==> src/rtl/sha256_msg_sequencer.sv <==
// Chains pre-padded 512-bit blocks through one sha256_block core and returns the final digest.
// Optional: define SHA256_SEQ_BLKCNT_EN to add the blk_count output (completed-block counter).
module sha256_msg_sequencer #(
    parameter logic [255:0] IHV      = 256'h6A09E667_BB67AE85_3C6EF372_A54FF53A_510E527F_9B05688C_1F83D9AB_5BE0CD19,
    parameter logic [7:0]   WATCHDOG = 8'd80
) (
    input  logic         clk,
    input  logic         rst,
    input  logic         blk_valid,
    output logic         blk_ready,
    input  logic [511:0] blk_data,
    input  logic         blk_first,
    input  logic         blk_last,
    output logic [255:0] core_H_in,
    output logic [511:0] core_M_in,
    output logic         core_in_valid,
    input  logic [255:0] core_H_out,
    input  logic         core_out_valid,
    output logic         dig_valid,
    input  logic         dig_ready,
    output logic [255:0] dig_data,
    output logic         busy,
    output logic         err_timeout
`ifdef SHA256_SEQ_BLKCNT_EN
    ,
    output logic [31:0]  blk_count
`endif
);

    typedef enum logic [1:0] {
        S_IDLE,
        S_LOAD,
        S_RUN,
        S_DONE
    } state_e;

    state_e         state_q, state_d;
    logic [511:0]   msg_q, msg_d;
    logic [255:0]   h_q, h_d;
    logic [255:0]   chain_q, chain_d;
    logic [255:0]   dig_q, dig_d;
    logic           last_q, last_d;
    logic [7:0]     wd_q, wd_d;
    logic           err_q, err_d;
`ifdef SHA256_SEQ_BLKCNT_EN
    logic [31:0]    cnt_q, cnt_d;
`endif

    // NOTE: every variable gets its hold value first so no path through the case infers a latch.
    always_comb begin
        state_d = state_q;
        msg_d   = msg_q;
        h_d     = h_q;
        chain_d = chain_q;
        dig_d   = dig_q;
        last_d  = last_q;
        wd_d    = wd_q;
        err_d   = err_q;
`ifdef SHA256_SEQ_BLKCNT_EN
        cnt_d   = cnt_q;
`endif
        case (state_q)
            S_IDLE: begin
                if (blk_valid) begin
                    msg_d   = blk_data;
                    h_d     = blk_first ? IHV : chain_q;
                    last_d  = blk_last;
                    state_d = S_LOAD;
                end
            end
            S_LOAD: begin
                wd_d    = '0;
                state_d = S_RUN;
            end
            S_RUN: begin
                wd_d = wd_q + 8'd1;
                if (core_out_valid) begin
                    chain_d = core_H_out;
`ifdef SHA256_SEQ_BLKCNT_EN
                    cnt_d   = cnt_q + 32'd1;
`endif
                    // The chain restarts from IHV once a message completes.
                    if (last_q) begin
                        dig_d   = core_H_out;
                        chain_d = IHV;
                        state_d = S_DONE;
                    end else begin
                        state_d = S_IDLE;
                    end
                end else if (wd_q == WATCHDOG - 8'd1) begin
                    err_d   = 1'b1;
                    chain_d = IHV;
                    state_d = S_IDLE;
                end
            end
            S_DONE: begin
                if (dig_ready) begin
                    state_d = S_IDLE;
                end
            end
            default: state_d = S_IDLE;
        endcase
    end

    // NOTE: state registers use non-blocking assignments so every flop samples pre-edge values.
    always_ff @(posedge clk) begin
        if (rst) begin
            state_q <= S_IDLE;
            msg_q   <= '0;
            h_q     <= '0;
            chain_q <= IHV;
            dig_q   <= '0;
            last_q  <= 1'b0;
            wd_q    <= '0;
            err_q   <= 1'b0;
`ifdef SHA256_SEQ_BLKCNT_EN
            cnt_q   <= '0;
`endif
        end else begin
            state_q <= state_d;
            msg_q   <= msg_d;
            h_q     <= h_d;
            chain_q <= chain_d;
            dig_q   <= dig_d;
            last_q  <= last_d;
            wd_q    <= wd_d;
            err_q   <= err_d;
`ifdef SHA256_SEQ_BLKCNT_EN
            cnt_q   <= cnt_d;
`endif
        end
    end

    // H_in must stay stable through capture: the core adds it combinationally into H_out.
    assign core_H_in     = h_q;
    assign core_M_in     = msg_q;
    assign core_in_valid = (state_q == S_LOAD);
    assign blk_ready     = (state_q == S_IDLE);
    assign dig_valid     = (state_q == S_DONE);
    assign dig_data      = dig_q;
    assign busy          = (state_q != S_IDLE);
    assign err_timeout   = err_q;
`ifdef SHA256_SEQ_BLKCNT_EN
    assign blk_count     = cnt_q;
`endif

endmodule

==> config.mk <==
export PLATFORM = sky130hd
export DESIGN_NAME = sha256_msg_sequencer
export DESIGN_NICKNAME = d
export VERILOG_FILES = /design/src/rtl/sha256_msg_sequencer.sv
export SDC_FILE = /design/constraint.sdc
export NUM_CORES = 2
export LEC_CHECK = 0
export CAP_MARGIN = 20
export CORE_AREA = 3 3 704 706
export DETAILED_ROUTE_END_ITERATION = 7
export DIE_AREA = 0 0 707 709
export PLACE_DENSITY = 0.3
export SETUP_SLACK_MARGIN = 0.3
export SYNTH_ARGS = -nofsm -noshare
export SYNTH_HDL_FRONTEND = slang
export SYNTH_SLANG_ARGS = --single-unit
==> constraint.sdc <==
create_clock -name clk -period 2.5 [get_ports clk]
set_clock_uncertainty 0.2 [all_clocks]
set_input_delay 0.25 -clock clk [delete_from_list [all_inputs] [get_ports clk]]
set_output_delay 0.25 -clock clk [all_outputs]
set_load 0.05 [all_outputs]
==> impl_metrics.tcl <==
set metrics [dict create \
    floorplan.io_pins 1804 \
    initial_utilization_pct 9.44 \
    totalNegativeSetupSlack_ps 0 \
    numPortBuffers 1803 \
    critical_path_type "flop to flop" \
    grt-busiest-layer "met2" \
    transition_time_at_the_pin_with_the_least_slew_margin_ps 977 \
    count_of_cell_types_in_the_netlist 32 \
    initialDrtViolationCount 2920 \
    vias_in_the_first_global_route 50505 \
    totalWireLength_um 407000 \
    routed_via_density 3.44 \
    rsz0062_at_grt "yes" \
    routed-via-count 51697 \
    post-route-drc-count 0 \
    yosys-top-cells-count "nand2_1 (1901), dfxtp_1 (1292), a21oi_1 (894)" \
    synth.largest_area_cell "dfxtp_1" \
    post-synth-top-count-cell "nand2_1" \
    post_detailed_route_count_of_antenna_violating_nets 0 \
    max-slew-margin-rel_pct 34.9 \
    outcome "finished clean" \
    net_switching_power_mw 26.1 \
    min_period_over_period_pct 94.5 \
    yosys_warnings 0 \
    cts_max_path_buffers 4 \
    clock-sinks 1292 \
    drive_gt1_share_pct 26.4 \
    clock-root-buffer "clkbuf_16" \
    syn_area_um2 46200 \
    comb_power_share_pct 30.1 \
    syn_avg_cell_area_um2 8.18 \
    yosys_most_used_dff "dfxtp_1" \
    total_leakage_power_nw 35.9 \
    max_freq_mhz 423 \
    global_route.overflow_total 0 \
    post_drt_wl_per_cell_um 27.1 \
    peakVddDrop_mv 0.531 \
    gr-usage-met2_pct 26.9 \
    critical_path.cell_chain "inv_4, ha_4, buf_12, buf_12, nand2_8, buf_16, buf_12, buf_12, clkbuf_16, clkbuf_16, nand2_1, a21oi_1" \
    synth-seq-cells 1292 \
    sequentialPowerShare_pct 32.2 \
    synthCells 5651 \
    first_pass_iters 5 \
    synth-edff-count 0 \
    netlist.area_leader.share_pct 55.9 \
    place.detailed.hpwl_um 312000 \
    gp_routability_congestion 0.935 \
    timing.critical_path.fanout_max 7 \
    finalHoldWorstSlack_ps 62.9 \
    clock_tree_from_tritoncts "yes" \
    largest_net_degree_at_the_start_of_global_routing 151 \
    worstHoldPathType "primary input to flop" \
    clkPwrFrac_pct 37.7 \
    path_common_cell "buf_12" \
    core_region_area_um2 490000 \
    dieArea_um2 501000 \
    number_of_buffers_created_by_cts 181 \
    wire_length_of_the_first_global_routing_pass_um 496000 \
    placementRows 257 \
    cp-start-kind "flop" \
    floorplan.die.width_um 707 \
    synthTopCellsByArea "dfxtp_1 (56%), nand2_1 (15%), a21oi_1 (9.7%)" \
    period_minus_slack_ps 2360 \
    finish.net_count 9146 \
    finalSetupViolations 0 \
    critical_path_required_ps 3020 \
    hold_violation_total_from_the_final_report 0 \
    postSynthNetCount 6432 \
    cts.htree.levels 4 \
    power_switching_share_pct 36.1 \
    element_type_at_the_critical_path_end "flop" \
    synth_sequential_area_ratio_pct 55.9 \
    gr-usage-all-layers_pct 14.5 \
    number_of_antenna_violations_at_the_first_check_in_global_routing 109 \
    clk-insertion-delay-late_ps 880 \
    gr-usage-met1_pct 16.5 \
    die_y_um 709 \
    power.density_nw_per_um2 807 \
    power_report.internal_total_mw 46.2 \
    timing.critical_path.slowest_cell_delay_ps 350 \
    asyncSetResetFlopFracSynth_pct 0 \
    globalRouteMet3Util_pct 3.37 \
    critical_path.slowest_cell "dfxtp_2" \
    data_arrival_time_of_the_critical_path_ps 2890 \
    n_fill_cell 55009 \
    clkSlewWorstSetupHoldPaths_ps 60 \
    flow.area_growth_from_synthesis_pct 93.7 \
    drv_slew 0 \
    max_cap_violations 0 \
]
## per-stage QoR
stage                     std cells  total power, mW  setup WS (ps)  cell area [µm²]  util (%)
after floorplan                5651             31.7            385            46200         -
final                         15031             72.3            136            89600      18.3
after detailed placement      13705             40.9            123            72600      14.8
after global routing          15012             75.1           69.5            89500      18.3
after CTS                     14782             69.5           55.7            85200      17.4
after global placement        13705             40.9            117            72600      14.8
## state kept, by name (all words and copies together), names as in the netlist
name and flops:
core_M_in 512, chain_q 256, core_H_in 256, dig_data 256, wd_q 8, state_q 2, err_timeout 1, last_q 1
## timing repair
action,CTS,global route
resized for setup,1117,2151
endpoints found under the hold margin,1206,3
endpoints found under the setup margin,1443,1425
hold buffers,751,3
setup buffers,3,82
pin swaps,2,332
gates cloned,0,113
## logic make-up (layout without fill, tap and decap cells)
group | after synthesis | in the layout | share of synthesized area, %
compound gates | 902 | 902 | 9.82
xor+xnor | 5 | 5 | 0.0947
fa+ha+maj | 6 | 6 | 0.162
buf+inv | 464 | 3318 | 4.50
flops | 1292 | 1292 | 55.9
mux | 257 | 257 | 5.56
other cells | 0 | 51 | 0
simple gates | 2725 | 2725 | 23.9
## placed cells by master, fill, tap and decap left out, types with 5 or more instances in the layout
| master | netlist | routed |
|---|---|---|
| nor2_1 | 416 | 416 |
| clkbuf_2 | 0 | 651 |
| dfxtp_1 | 1292 | 1255 |
| bufinv_16 | 0 | 13 |
| clkdlybuf4s50_1 | 0 | 772 |
| dlygate4sd3_1 | 0 | 754 |
| a21oi_2 | 0 | 189 |
| clkinv_2 | 0 | 27 |
| nand2_1 | 1901 | 1675 |
| nand3b_1 | 121 | 121 |
| clkbuf_8 | 0 | 46 |
| nand2_4 | 0 | 165 |
| a21oi_1 | 894 | 705 |
| buf_4 | 0 | 453 |
| buf_8 | 0 | 32 |
| buf_16 | 0 | 36 |
| clkbuf_16 | 0 | 269 |
| inv_6 | 0 | 5 |
| mux2i_1 | 257 | 256 |
| clkbuf_1 | 304 | 39 |
| buf_6 | 27 | 33 |
| nor3_1 | 273 | 246 |
| nand2_2 | 0 | 60 |
| nor3_2 | 0 | 21 |
| dfxtp_2 | 0 | 36 |
| nor3_4 | 0 | 6 |
| buf_12 | 0 | 122 |
| buf_2 | 109 | 46 |
| ha_4 | 0 | 5 |
| diode_2 | 0 | 51 |
## per-layer routing
layer  routed length [µm]  vias to the layer above  part of all wire [%]
met4                13500                       40                   3.3
met1               161000                    25476                    39
met2               209000                     1683                    51
met5                  254                        -                 0.062
met3                23500                      511                   5.8
li1                     -                    23987                     -
## power by group through the flow
| stage | registers [mW] | logic [mW] | clock network (mW) |
|---|---|---|---|
| after detailed placement | 23.5 | 17.4 | 0 |
| final | 23.3 | 21.8 | 27.3 |
| after global routing | 23.4 | 22.7 | 29.0 |
| after CTS | 23.1 | 18.1 | 28.3 |
| after global placement | 23.5 | 17.4 | 0 |
| after floorplan | 27.7 | 4.03 | 0 |
## critical path, delay by kind of cell, from the launching register on
kind | cells | cell delay [ps]
flip-flops | 1 | 350
adder cells (fa/ha/maj) | 1 | 160
AND/OR/NAND/NOR | 2 | 120
AO/OA/AOI/OAI | 1 | 160
buffers and inverters | 8 | 1120
## final timing paths
kind                  start              to  slack [ps]  cells past startpoint
max reg2reg      state_q[0]   core_M_in[87]         140                     12
min reg2reg  core_H_in[191]  core_H_in[191]         250                      2
min           blk_data[485]  core_M_in[485]          60                      3
max              state_q[0]   core_M_in[87]         140                     12
## area by class of cell
class / count / area (µm²) / share of cell area, %
diodes: 51 / 128 / 0.142
clock buffers: 269 / 5380 / 6.01
clock inverters: 54 / 703 / 0.785
inverters: 8 / 50.0 / 0.0559
multi-input cells: 3895 / 20700 / 23.1
flip-flops and latches: 1292 / 25900 / 28.9
well taps: 6475 / 8100 / 9.04
repair buffers: 2987 / 28600 / 31.9
Note: power is estimated with default switching activity, not from simulation.
